**src/rtl/crsr_mem_arb_if.sv**
```systemverilog
// Bundle of the cursor, host and RAM-side signals around the cursor image RAM arbiter.
// The slave modport is the arbiter's view; the master modport is its surroundings.
interface crsr_mem_arb_if;
    logic        crsr_req;
    logic [7:0]  crsr_addr;
    logic        crsr_flush;
    logic [31:0] crsr_data;
    logic        crsr_hit;
    logic        crsr_stall;

    logic        host_req;
    logic        host_we;
    logic [7:0]  host_addr;
    logic [31:0] host_wdata;
    logic        host_ack;
    logic [31:0] host_rdata;

    logic        ram_en;
    logic        ram_we;
    logic [7:0]  ram_addr;
    logic [31:0] ram_wdata;
    logic [31:0] ram_rdata;

    modport slave (
        input  crsr_req, crsr_addr, crsr_flush,
        output crsr_data, crsr_hit, crsr_stall,
        input  host_req, host_we, host_addr, host_wdata,
        output host_ack, host_rdata,
        output ram_en, ram_we, ram_addr, ram_wdata,
        input  ram_rdata
    );

    modport master (
        output crsr_req, crsr_addr, crsr_flush,
        input  crsr_data, crsr_hit, crsr_stall,
        output host_req, host_we, host_addr, host_wdata,
        input  host_ack, host_rdata,
        input  ram_en, ram_we, ram_addr, ram_wdata,
        output ram_rdata
    );
endinterface

```
**src/rtl/crsr_mem_arb.sv**
```systemverilog
// Cursor image RAM arbiter with a one-word cursor cache. Cursor misses take priority;
// a saturating wait counter forces a host grant after MAXWAIT denials.
module crsr_mem_arb #(
    parameter int unsigned MAXWAIT = 8
) (
    input logic           clk,
    input logic           reset,
    crsr_mem_arb_if.slave bus
);
    localparam int unsigned     CntW   = $clog2(MAXWAIT + 1);
    localparam logic [CntW-1:0] MaxCnt = CntW'(MAXWAIT);

    typedef enum logic [2:0] {StIdle, StCfill, StHwack, StHrdata, StHrack} state_e;

    state_e          state_q;
    logic            tag_valid_q;
    logic [7:0]      tag_q;
    logic [7:0]      fill_addr_q;
    logic [31:0]     word_q;
    logic [31:0]     host_rdata_q;
    logic            host_ack_q;
    logic [CntW-1:0] wait_cnt_q;

    logic hit;
    logic cmiss;
    logic host_force;
    logic host_win;
    logic crsr_win;

    assign hit        = bus.crsr_req & tag_valid_q & (tag_q == bus.crsr_addr);
    assign cmiss      = bus.crsr_req & ~hit;
    assign host_force = bus.host_req & (wait_cnt_q == MaxCnt);
    assign host_win   = (state_q == StIdle) & bus.host_req & (host_force | ~cmiss);
    assign crsr_win   = (state_q == StIdle) & cmiss & ~host_force;

    assign bus.crsr_hit   = hit;
    assign bus.crsr_stall = cmiss;
    assign bus.crsr_data  = word_q;
    assign bus.host_ack   = host_ack_q;
    assign bus.host_rdata = host_rdata_q;

    // The RAM port is only ever driven from IDLE, in the cycle of the grant.
    assign bus.ram_en    = ~reset & (host_win | crsr_win);
    assign bus.ram_we    = ~reset & host_win & bus.host_we;
    assign bus.ram_addr  = host_win ? bus.host_addr : bus.crsr_addr;
    assign bus.ram_wdata = bus.host_wdata;

    always_ff @(posedge clk) begin
        if (reset) begin
            state_q      <= StIdle;
            tag_valid_q  <= 1'b0;
            tag_q        <= '0;
            fill_addr_q  <= '0;
            word_q       <= '0;
            host_rdata_q <= '0;
            host_ack_q   <= 1'b0;
            wait_cnt_q   <= '0;
        end else begin
            host_ack_q <= 1'b0;
            unique case (state_q)
                StIdle: begin
                    if (host_win) begin
                        wait_cnt_q <= '0;
                        if (bus.host_we) begin
                            state_q    <= StHwack;
                            host_ack_q <= 1'b1;
                            // Keep the cached word coherent with the RAM write.
                            if (tag_valid_q && (tag_q == bus.host_addr)) begin
                                word_q <= bus.host_wdata;
                            end
                        end else begin
                            state_q <= StHrdata;
                        end
                    end else if (crsr_win) begin
                        state_q     <= StCfill;
                        fill_addr_q <= bus.crsr_addr;
                        if (bus.host_req && (wait_cnt_q != MaxCnt)) begin
                            wait_cnt_q <= wait_cnt_q + CntW'(1);
                        end
                    end
                end
                StCfill: begin
                    state_q <= StIdle;
                    if (!bus.crsr_flush) begin
                        word_q      <= bus.ram_rdata;
                        tag_q       <= fill_addr_q;
                        tag_valid_q <= 1'b1;
                    end
                end
                StHwack: state_q <= StIdle;
                StHrdata: begin
                    state_q      <= StHrack;
                    host_rdata_q <= bus.ram_rdata;
                    host_ack_q   <= 1'b1;
                end
                StHrack: state_q <= StIdle;
                default: state_q <= StIdle;
            endcase
            if (bus.crsr_flush) begin
                tag_valid_q <= 1'b0;
            end
        end
    end
endmodule

```
**src/flat_wrapper.sv**
```systemverilog
// flat-port wrapper written by rule: the top's interface ports become plain ports
module crsr_mem_arb_flat 
#(
    parameter int unsigned MAXWAIT = 8
)
  (clk, reset, bus_crsr_req, bus_crsr_addr, bus_crsr_flush, bus_crsr_data, bus_crsr_hit, bus_crsr_stall, bus_host_req, bus_host_we, bus_host_addr, bus_host_wdata, bus_host_ack, bus_host_rdata, bus_ram_en, bus_ram_we, bus_ram_addr, bus_ram_wdata, bus_ram_rdata);
  crsr_mem_arb_if bus_i ();
  input logic clk;
  input logic reset;
  input wire logic [$bits(bus_i.crsr_req)-1:0] bus_crsr_req;
  input wire logic [$bits(bus_i.crsr_addr)-1:0] bus_crsr_addr;
  input wire logic [$bits(bus_i.crsr_flush)-1:0] bus_crsr_flush;
  output wire logic [$bits(bus_i.crsr_data)-1:0] bus_crsr_data;
  output wire logic [$bits(bus_i.crsr_hit)-1:0] bus_crsr_hit;
  output wire logic [$bits(bus_i.crsr_stall)-1:0] bus_crsr_stall;
  input wire logic [$bits(bus_i.host_req)-1:0] bus_host_req;
  input wire logic [$bits(bus_i.host_we)-1:0] bus_host_we;
  input wire logic [$bits(bus_i.host_addr)-1:0] bus_host_addr;
  input wire logic [$bits(bus_i.host_wdata)-1:0] bus_host_wdata;
  output wire logic [$bits(bus_i.host_ack)-1:0] bus_host_ack;
  output wire logic [$bits(bus_i.host_rdata)-1:0] bus_host_rdata;
  output wire logic [$bits(bus_i.ram_en)-1:0] bus_ram_en;
  output wire logic [$bits(bus_i.ram_we)-1:0] bus_ram_we;
  output wire logic [$bits(bus_i.ram_addr)-1:0] bus_ram_addr;
  output wire logic [$bits(bus_i.ram_wdata)-1:0] bus_ram_wdata;
  input wire logic [$bits(bus_i.ram_rdata)-1:0] bus_ram_rdata;
  assign bus_i.crsr_req = bus_crsr_req;
  assign bus_i.crsr_addr = bus_crsr_addr;
  assign bus_i.crsr_flush = bus_crsr_flush;
  assign bus_crsr_data = bus_i.crsr_data;
  assign bus_crsr_hit = bus_i.crsr_hit;
  assign bus_crsr_stall = bus_i.crsr_stall;
  assign bus_i.host_req = bus_host_req;
  assign bus_i.host_we = bus_host_we;
  assign bus_i.host_addr = bus_host_addr;
  assign bus_i.host_wdata = bus_host_wdata;
  assign bus_host_ack = bus_i.host_ack;
  assign bus_host_rdata = bus_i.host_rdata;
  assign bus_ram_en = bus_i.ram_en;
  assign bus_ram_we = bus_i.ram_we;
  assign bus_ram_addr = bus_i.ram_addr;
  assign bus_ram_wdata = bus_i.ram_wdata;
  assign bus_i.ram_rdata = bus_ram_rdata;
  crsr_mem_arb #(.MAXWAIT(MAXWAIT)) u_core (.clk(clk), .reset(reset), .bus(bus_i));
endmodule
```
**config.mk**
```make
export PLATFORM = sky130hd
export DESIGN_NAME = crsr_mem_arb_flat
export DESIGN_NICKNAME = d
export VERILOG_FILES = /design/src/rtl/crsr_mem_arb_if.sv /design/src/rtl/crsr_mem_arb.sv /design/src/flat_wrapper.sv
export SDC_FILE = /design/constraint.sdc
export NUM_CORES = 1
export LEC_CHECK = 0
export BUFFER_PORTS_ARGS = -buffer_cell sky130_fd_sc_hd__buf_4
export CORE_ASPECT_RATIO = 2
export CORE_MARGIN = 1.5
export CORE_UTILIZATION = 49
export CTS_BUF_LIST = sky130_fd_sc_hd__clkbuf_8 sky130_fd_sc_hd__clkbuf_16
export DETAILED_ROUTE_END_ITERATION = 12
export PLACE_DENSITY_LB_ADDON = 0.25
export SLEW_MARGIN = 20
export SYNTH_ARGS = -nofsm -noshare
export SYNTH_HDL_FRONTEND = slang
export SYNTH_SLANG_ARGS = --single-unit
```
**constraint.sdc**
```tcl
create_clock -name clk -period 5.66 [get_ports clk]
set_clock_uncertainty 0.2 [all_clocks]
set_input_delay 0.283 -clock clk [delete_from_list [all_inputs] [get_ports clk]]
set_output_delay 0.283 -clock clk [all_outputs]
set_load 0.01 [all_outputs]
```
# Yosys cells after proc, flatten, opt, wreduce, memory -nomap -nowiden
# Index checks and enable logic that the tools add are counted.
# totals
reg_bits	89
out_inout_bits	109
mem_bits_rw	0
latchBits	0
elab_cells	66
mem_count	0
rom_bits	0
input_bits	86
# op_classes
addsub	1
multipliers	0
n_div	0
order_cmp	0
n_shift	0
reduce_logical	11
n_eq_ne	11
bitwise	19
mux	16
# op_table
cell	count
2-to-1 mux 32 bit	4
case mux 32 bit (2 select lines)	1
== test 8 bit	2
2-to-1 mux 4 bit	3
bitwise AND 1 bit	11
2-to-1 mux 8 bit	1
2-to-1 mux 3 bit	2
inequality test 2 bit (second input constant)	3
NOT 1 bit	6
case mux 3 bit (2 select lines)	1
AND reduction 3 bit	2
nonzero test 2 bit	3
AND reduction 5 bit	1
adder 4 x 1 -> 4 bit (second input constant)	1
== test 4 bit (second input constant)	1
inequality test 4 bit (second input constant)	1
== test 3 x 1 -> 1 bit (second input constant)	1
== test 3 x 2 -> 1 bit (second input constant)	1
logical NOT 3 bit	1
2-to-1 mux 1 bit	3
inequality test 3 x 1 -> 1 bit (second input constant)	1
logical AND 1 bit	2
inequality test 2 x 1 -> 1 bit (second input constant)	1
bitwise OR 1 bit	2
3 further kinds	3

# Depth between registers and ports, before layout
# Gate-level depths: netlist (run 1).
# logic_depth
word_depth	9
mapped_depth	8

# Least setup slack after synthesis (run 1)
# Ideal clock, no wire load.
# synth_timing
kind	reg-to-reg
startpoint	reg u_core.tag_q[4]
endpoint	reg u_core.word_q[0] (netlist: u_core.bus.crsr_data[0])
setup_slack_ns	3.317
path_buffers	1
stages_incl_launch_ff	8
t_arrival_ns	2.021
required_ns	5.338
path_cell_list	dfxtp_1 xor2_1 nor4_2 a31oi_2 a21oi_4 a211oi_1 clkbuf_1 a221o_1
# synth_via
elab_chain_cells	9
word_cells_on_any_way	12
classes_between	eq/ne (4); bitwise (6); reduce/logical (2)
# synth_lines
item	line_no	source
start: declaration	crsr_mem_arb.sv:17	logic [7:0] tag_q;
start signal: assignment	crsr_mem_arb.sv:86	tag_q <= fill_addr_q;
== test 8 bit	crsr_mem_arb.sv:30	assign hit = bus.crsr_req & tag_valid_q & (tag_q == bus.crsr_addr);
bitwise AND 1 bit	crsr_mem_arb.sv:30	
NOT 1 bit	crsr_mem_arb.sv:31	assign cmiss = bus.crsr_req & ~hit;
bitwise AND 1 bit	crsr_mem_arb.sv:31	
via bus_crsr_stall	flat_wrapper.sv:15	output wire logic [$bits(bus_i.crsr_stall)-1:0] bus_crsr_stall;
NOT 1 bit	crsr_mem_arb.sv:33	assign host_win = (state_q == StIdle) & bus.host_req & (host_force | ~cmiss);
bitwise OR 1 bit	crsr_mem_arb.sv:33	
bitwise AND 1 bit	crsr_mem_arb.sv:33	
inequality test 2 x 1 -> 1 bit (no line)	n/a	
AND reduction 5 bit (no line)	n/a	
end signal: assignment	crsr_mem_arb.sv:69	word_q <= bus.host_wdata;
end signal: assignment	crsr_mem_arb.sv:85	word_q <= bus.ram_rdata;
end: declaration	crsr_mem_arb.sv:19	logic [31:0] word_q;
# The timed path passes the listed nets, and every way through them passes these cells.
# A chain may end at the register's enable or synchronous reset.

# Worst setup path after layout (run 1)
# layout_timing
startpoint	reg u_core.tag_q[3]
endpoint	out bus_ram_we
# layout_via
elab_chain_cells	9
# layout_lines
item	line_no	source
== test 8 bit	crsr_mem_arb.sv:30	
bitwise AND 1 bit	crsr_mem_arb.sv:30	
NOT 1 bit	crsr_mem_arb.sv:31	
bitwise AND 1 bit	crsr_mem_arb.sv:31	
NOT 1 bit	crsr_mem_arb.sv:33	
bitwise OR 1 bit	crsr_mem_arb.sv:33	
bitwise AND 1 bit	crsr_mem_arb.sv:33	
bitwise AND 1 bit (2 in a row)	crsr_mem_arb.sv:44	assign bus.ram_we = ~reset & host_win & bus.host_we;
end: declaration	flat_wrapper.sv:23	output wire logic [$bits(bus_i.ram_we)-1:0] bus_ram_we;
# Every way passes these cells.

==> results by group, run 1 <==
Yosys
  – Simple-gate share of the synthesized area: 22.4%
  – Top post-synthesis cells by area: dfxtp_1 46%, nand2_1 11%, a221o_1 8.2%
  – Synth Area in Adders: 0.644%
  – Syn avg cell area: 8.71 um^2
  – Top cells by count, synth: 110 x nand2_1, 89 x dfxtp_1, 43 x a21oi_1
  – Yosys top cell area share: 45.9%
  – Post-Synth XOR/XNOR Area: 3.61%
  – Complex-gate fraction of the synthesized area: about 16%
  – Yosys cell types: 35
  – Mapped Cells: roughly 450
  – Count leader, synth: nand2_1
  – Number of synthesized flops with an enable pin: 0
  – Ys async rst share: 0%
  – Mux share of post-synthesis cell area: 2.06%
  – Syn_nets: 534
  – Main combinational cell family by area after synthesis: simple AND/OR/NAND/NOR gates
  – Primary FF master, synth: dfxtp_1
  – Flop and latch count out of synthesis: 89
  – Ys Warns: 0
  – Sequential-to-total area share from yosys stat: 45.9%
  – Synth area leader: dfxtp_1
  – Cell Area, Synth: 0.00388 mm^2

Clock network
  – Bufs on Longest Clock Path: 2
  – Clock-pin slew on the worst setup and hold paths: 0.06 ns
  – Clk sinks: 89
  – Total CTS buffers: 9
  – Worst-Skew Late Latency: 0.34 ns
  – CTS tree: built
  – Root Driver: clkbuf_16
  – Htree depth: 3
  – Resized Gates After CTS: 0

Timing
  – Setup TNS after final layout: 0 ns
  – Actual slew at the worst max-slew pin: 0.927 ns
  – Unrepaired setup endpoints after global routing: false
  – Fmax achieved: 362 MHz
  – Slew Limit Fails: 0
  – Tmin final: 2.76 ns
  – Slew margin rel.: around 38%
  – Final setup fails: 0
  – Final Hold Viols: 0
  – Final Cycle Share: 48.7%

Hold path
  – Hold Crit Depth: 3
  – Hold Path Class: primary input to flip-flop
  – HP Start: bus_ram_rdata[29]

Placement
  – DPL Wire Length: a little over 8 mm
  – Gpl congestion: 0.873
  – # port buffers: 194

Drt
  – # DRC: 0
  – Wire per inst: ~17 um
  – First drt pass iteration count: 4
  – Vias per inst: 5.34
  – Iter 0 DRT Violations: 310
  – Final wirelength: 12.5 mm
  – Antenna violation net count after detailed routing: 0
  – Via count: 3987

Setup path
  – CP Data Arrival Time: around 2.3 ns
  – Worst Setup Path Type: flip-flop to output pin
  – Crit path from: u_core.tag_q[3]
  – Required @ worst endpoint: a little over 5 ns
  – R2R depth: 7
  – Crit start category: flip-flop
  – Critical R2R Launch: u_core.tag_q[3]
  – Worst-path fanout max: 10
  – Setup crit end kind: output pin

Floorplanning
  – Die X: roughly 66 um
  – Die Ht: 129 um
  – Num ports: 195
  – Core ar.: 0.00766 mm^2
  – FP Rows: 45
  – Die area: 0.00850 mm^2
  – Initial Util: 50.7%

Finish
  – Antenna Cells: 0
  – Area growth, synth to finish: 53.8%
  – Nets: approximately 740
  – Fill cells: approximately 530
  – Proportion of layout cells with a drive suffix above 1: 33.7%

Power and ir drop
  – Pwr dens: 261 mW/mm^2
  – Lkg Pwr: 2.74 nW
  – Maximum vdd drop: roughly 0.00025 V
  – Tot Pwr: around 0.0016 W

Global route
  – Remaining global-route overflow: 0
  – Initial antenna violation count: 0
  – Vias in the first global route: 3959
  – Largest net degree at the start of global routing: 62
  – Tot GR Track Use: slightly below 30%
  – Global-route wire length before repair: 19.2 mm

Flow run
  – Max-cap check violation count: 0

Status
  – Status: finished, final reports clean
stage by stage:
| stage | instances | worst slack, ns | utilization (%) | hold slack (ns) | cell area (um^2) |
|---|---|---|---|---|---|
| after floorplan | 446 | 3.32 | - | 0.162 | 3880 |
| after global routing | 747 | 2.75 | 78.0 | 0.00721 | 5970 |
| final | 747 | 2.90 | 78.0 | 0.00895 | 5970 |
| after global placement | 682 | 3.11 | 67.2 | 0.240 | 5150 |
| after detailed placement | 682 | 3.02 | 67.2 | 0.248 | 5150 |
| after CTS | 747 | 2.89 | 78.0 | 0.000505 | 5970 |
report_power, final:
| group | switching [W] | total, W | leakage [nW] | internal (W) |
|---|---|---|---|---|
| registers | 0.0000124 | 0.000657 | 0.721 | 0.000645 |
| clock network | 0.000244 | 0.000672 | 0.172 | 0.000428 |
| logic | 0.000105 | 0.000228 | 1.85 | 0.000123 |
| total | 0.000361 | 0.00156 | 2.74 | 0.00120 |
layout by cell type, fill, tap and decap left out:
| cell type | synthesis | routed |
|---|---|---|
| or2_2 | 1 | 1 |
| a21oi_1 | 43 | 43 |
| nor2b_1 | 3 | 3 |
| bufinv_16 | 0 | 3 |
| nand2_1 | 110 | 110 |
| a211oi_4 | 0 | 1 |
| clkinv_2 | 0 | 1 |
| nand2b_1 | 2 | 2 |
| nand4_1 | 1 | 1 |
| nor3_2 | 0 | 1 |
| mux2i_1 | 8 | 8 |
| xnor2_1 | 1 | 1 |
| nor2_1 | 18 | 17 |
| clkbuf_16 | 0 | 9 |
| inv_1 | 3 | 5 |
| nand3_1 | 3 | 3 |
| dfxtp_1 | 89 | 89 |
| dlygate4sd3_1 | 0 | 49 |
| nor3b_1 | 1 | 1 |
| nor4_1 | 4 | 4 |
| o21a_1 | 2 | 2 |
| ha_1 | 2 | 2 |
| a31oi_1 | 1 | 1 |
| and2_1 | 36 | 36 |
| a21o_1 | 1 | 1 |
| nor4_2 | 1 | 1 |
| xor2_1 | 15 | 15 |
| clkinv_4 | 0 | 1 |
| nor3_1 | 4 | 3 |
| and3_1 | 1 | 1 |
| buf_4 | 32 | 198 |
| a221o_1 | 32 | 32 |
| nor2_2 | 0 | 1 |
| o21ai_0 | 3 | 3 |
| a31oi_2 | 1 | 1 |
| a21oi_4 | 1 | 1 |
| nand4b_1 | 1 | 1 |
| nor4b_4 | 1 | 1 |
registers in the layout, summed over array words and instances, names as in the netlist:
register               cells
u_core.bus.crsr_data      32
u_core.bus.host_rdata     32
u_core.fill_addr_q         8
u_core.tag_q               8
u_core.wait_cnt_q          4
u_core.state_q             3
u_core.bus.host_ack        1
u_core.tag_valid_q         1
metal layers:
metal  vias to the layer above  GRT usage [%]  wire length, um
met3                        41           6.82              843
met4                         0           16.8              535
met5                         -              0                0
met2                       198           53.7             6760
li1                       1888              -                -
met1                      1860           29.7             4340
logic make-up after synthesis:
kind of cell,Yosys count
compound gates,85
xor+xnor,16
flops,89
mux,8
fa+ha+maj,2
buf+inv,59
simple gates,187
critical path, stage by stage, from the launching register on:
cell and delay [ns]:
dfxtp_1 0.36, xor2_1 0.18, nor3_1 0.32, a31oi_2 0.24, a21o_1 0.36, nor2_1 0.21, and2_1 0.15, buf_4 0.11
final timing paths:
check / endpoint / slack [ns]
max: bus_ram_we / 2.90
min: u_core.bus.host_rdata[29] / 0.009
max reg2reg: u_core.bus.crsr_data[0] / 3.03
min reg2reg: u_core.bus.host_rdata[30] / 0.26
what timing repair did:
action | in CTS | in global routing
hold buffers | 49 | 0
setup buffers | 0 | 0
hold endpoints to repair | 49 | 0
layout make-up:
type | instances | area (um^2) | area share (%)
Multi-Input combinational cell | 298 | 1750 | 29.3
Sequential cell | 89 | 1780 | 29.8
Inverter | 3 | 11.3 | 0.189
Tap cell | 94 | 118 | 1.97
Clock buffer | 9 | 225 | 3.77
Clock inverter | 7 | 111 | 1.86
Timing Repair Buffer | 247 | 1980 | 33.1
Power figures use the tool's default switching activity.
==> run 2, diff against run 1 <==
--- a/config.mk
+++ b/config.mk
@@ -8,7 +8,7 @@
 export BUFFER_PORTS_ARGS = -buffer_cell sky130_fd_sc_hd__buf_4
 export CORE_ASPECT_RATIO = 2
 export CORE_MARGIN = 1.5
-export CORE_UTILIZATION = 49
+export CORE_UTILIZATION = 46
 export CTS_BUF_LIST = sky130_fd_sc_hd__clkbuf_8 sky130_fd_sc_hd__clkbuf_16
 export DETAILED_ROUTE_END_ITERATION = 12
 export PLACE_DENSITY_LB_ADDON = 0.25
==> constraint.sdc (replaced) <==
create_clock -name clk -period 2.6 [get_ports clk]
set_clock_uncertainty 0.2 [all_clocks]
set_input_delay 0.13 -clock clk [delete_from_list [all_inputs] [get_ports clk]]
set_output_delay 0.13 -clock clk [all_outputs]
set_load 0.01 [all_outputs]
==> results by group, run 2 (same netlist as run 1, synthesis figures left out) <==
Finish
  – Sequential cell area: 0.00178 mm^2 (unchanged)
  – Nets: 767 (was 736)
  – Proportion of layout cells with a drive suffix above 1: 33.3% (was 33.7%)
  – Antenna Cells: 0 (unchanged)
  – Fin area: 0.00633 mm^2 (was 0.00597 mm^2)
  – Final Util: 76.9% (was 78.0%)
  – Multi-input gate area: 0.00177 mm^2 (was 0.00175 mm^2)
  – Leading cell type in the layout, fill and taps excluded: buf_4 (unchanged)
  – Area growth, synth to finish: 62.9% (was 53.8%)
  – Most frequent cells in the layout: 201 x buf_4, 110 x nand2_1, 89 x dfxtp_1 (was 198 x buf_4, 110 x nand2_1, 89 x dfxtp_1)
  – Fill cells: 551 (was 531)

Floorplanning
  – Die Ht: 133 um (was 129 um)
  – Num ports: 195 (unchanged)
  – Die X: 68.0 um (was 66.0 um)
  – Initial Util: 47.2% (was 50.7%)
  – Die area: 0.00904 mm^2 (was 0.00850 mm^2)
  – Core ar.: 0.00823 mm^2 (was 0.00766 mm^2)
  – FP Rows: 47 (was 45)

Placement
  – # port buffers: 194 (unchanged)
  – Gpl congestion: 0.936 (was 0.873)
  – Pre-CTS setup slack: 0.246 ns (was 3.02 ns)
  – DPL Wire Length: 8.40 mm (was 8.30 mm)
  – Area after DPL: 0.00521 mm^2 (was 0.00515 mm^2)

Clock network
  – Worst-Skew Late Latency: 0.33 ns (was 0.34 ns)
  – CTS tree: built (unchanged)
  – Htree depth: 3 (unchanged)
  – Setup bufs post-CTS: 0 (unchanged)
  – Clk sinks: 89 (unchanged)
  – Total CTS buffers: 9 (unchanged)
  – Root Driver: clkbuf_16 (unchanged)
  – Clock-pin slew on the worst setup and hold paths: 0.06 ns (about the same)
  – Bufs on Longest Clock Path: 2 (unchanged)

Hold path
  – Hold Path Class: primary input to flip-flop (unchanged)

Global route
  – Initial antenna violation count: 0 (unchanged)
  – Global-route wire length before repair: 19.6 mm (was 19.2 mm)
  – Remaining global-route overflow: 0 (unchanged)
  – Largest net degree at the start of global routing: 62 (unchanged)
  – Tot GR Track Use: 28.5% (was 29.5%)
  – Vias in the first global route: 4129 (was 3959)

Power and ir drop
  – Lkg Pwr: 2.88 nW (was 2.74 nW)
  – Pwr dens: 537 mW/mm^2 (was 261 mW/mm^2)
  – Maximum vdd drop: 0.000574 V (was 0.000246 V)
  – Tot Pwr: 0.00340 W (was 0.00156 W)

Setup path
  – Crit path top cell by count: buf_4
  – Crit path cell chain: dlygate4sd3_1 -> buf_4 -> xor2_1 -> nor2_1 -> a31oi_4 -> a21o_1 -> buf_4 -> nor2_1 -> and2_1 -> buf_4 (was xor2_1 -> nor3_1 -> a31oi_2 -> a21o_1 -> nor2_1 -> and2_1 -> buf_4)
  – Crit start category: primary input (was flip-flop)
  – Required @ worst endpoint: 2.27 ns (was 5.18 ns)
  – Slowest cell on the critical path: dlygate4sd3_1 (was dfxtp_1)
  – CP delay by family, top: buffers and inverters (was simple AND/OR/NAND/NOR gates)
  – Setup crit end kind: output pin (unchanged)
  – CP Data Arrival Time: 2.19 ns (was 2.28 ns)
  – Worst-path fanout max: 9 (was 10)
  – CP max stage delay: 0.54 ns (was 0.36 ns)
  – Worst Setup Path Type: primary input to output pin (was flip-flop to output pin)
  – Bufs and invs on worst path: 4 (was 1)

Timing
  – Slew Limit Fails: 0 (unchanged)
  – Final Cycle Share: 97.1%
  – Worst Hold Margin: 0.104 ns (was 0.00895 ns)
  – Slew margin rel.: 55.5% (was 38.0%)
  – Setup ws final: 0.0752 ns (was 2.90 ns)
  – Tmin final: about 2.5 ns
  – Fmax achieved: approximately 400 MHz
  – Actual slew at the worst max-slew pin: 0.668 ns (was 0.927 ns)
  – Final Hold Viols: 0 (unchanged)
  – Final setup fails: 0 (unchanged)

Drt
  – Final wirelength: 13.0 mm (was 12.5 mm)
  – Wire per inst: 16.6 um (was 16.7 um)
  – Iter 0 DRT Violations: 260 (was 310)
  – First drt pass iteration count: 4 (unchanged)
  – Vias per inst: 5.15 (was 5.34)
  – Via count: 4025 (was 3987)
  – # DRC: 0 (unchanged)
  – Antenna violation net count after detailed routing: 0 (unchanged)

Flow run
  – Max-cap check violation count: 0 (unchanged)

Status
  – Status: finished, final reports clean (unchanged)
[run 2: cell types whose count changed in the layout (fill, tap and decap cells not counted), sizes merged]
cell,change
inv,-2
dlygate4sd3,+26
buf,+5
clkbuf,+3
bufinv,-1
[run 2: final cells by class]
class	count	share of cell area (%)
repair buffers	278	36.3
flip-flops and latches	89	28.2
multi-input cells	298	28.0
clock buffers	12	4.21
well taps	98	1.94
clock inverters	4	1.17
inverters	3	0.178
[run 2: stage by stage]
step | setup TNS, ns | instances
6_report | 0 | 782
3_5_place_dp | 0 | 691
3_3_place_gp | 0 | 691
2_1_floorplan | 0 | 446
4_1_cts | 0 | 782
5_1_grt | -0.00297 | 782
[run 2: power by group]
part,switching (W),internal (W)
clock,0.000510,0.000920
combinational,0.000240,0.000300
sequential,0.0000258,0.00140
total,0.000776,0.00262
[run 2: timing repair]
item	4_1_cts	5_1_grt
resized for setup	0	3
endpoints found under the setup margin	0	4
hold endpoints to repair	75	0
hold buffers	75	0
[run 2: final timing paths]
kind | start | end | slack [ns] | cells after the start
setup / recovery | bus_crsr_addr[5] | bus_ram_we | 0.08 | 10
hold / removal | reset | u_core.fill_addr_q[7] | 0.10 | 2
hold reg to reg | u_core.bus.host_rdata[11] | u_core.bus.host_rdata[11] | 0.26 | 2
setup reg to reg | u_core.tag_q[0] | u_core.bus.crsr_data[8] | 0.25 | 8
[run 2: metal layers]
| metal | vias up | global-route usage [%] | routed length (um) |
|---|---|---|---|
| met5 | - | 0 | 0 |
| met4 | 0 | 14.3 | 463 |
| li1 | 1946 | - | - |
| met3 | 38 | 5.61 | 777 |
| met1 | 1861 | 28.1 | 4520 |
| met2 | 180 | 52.9 | 7250 |
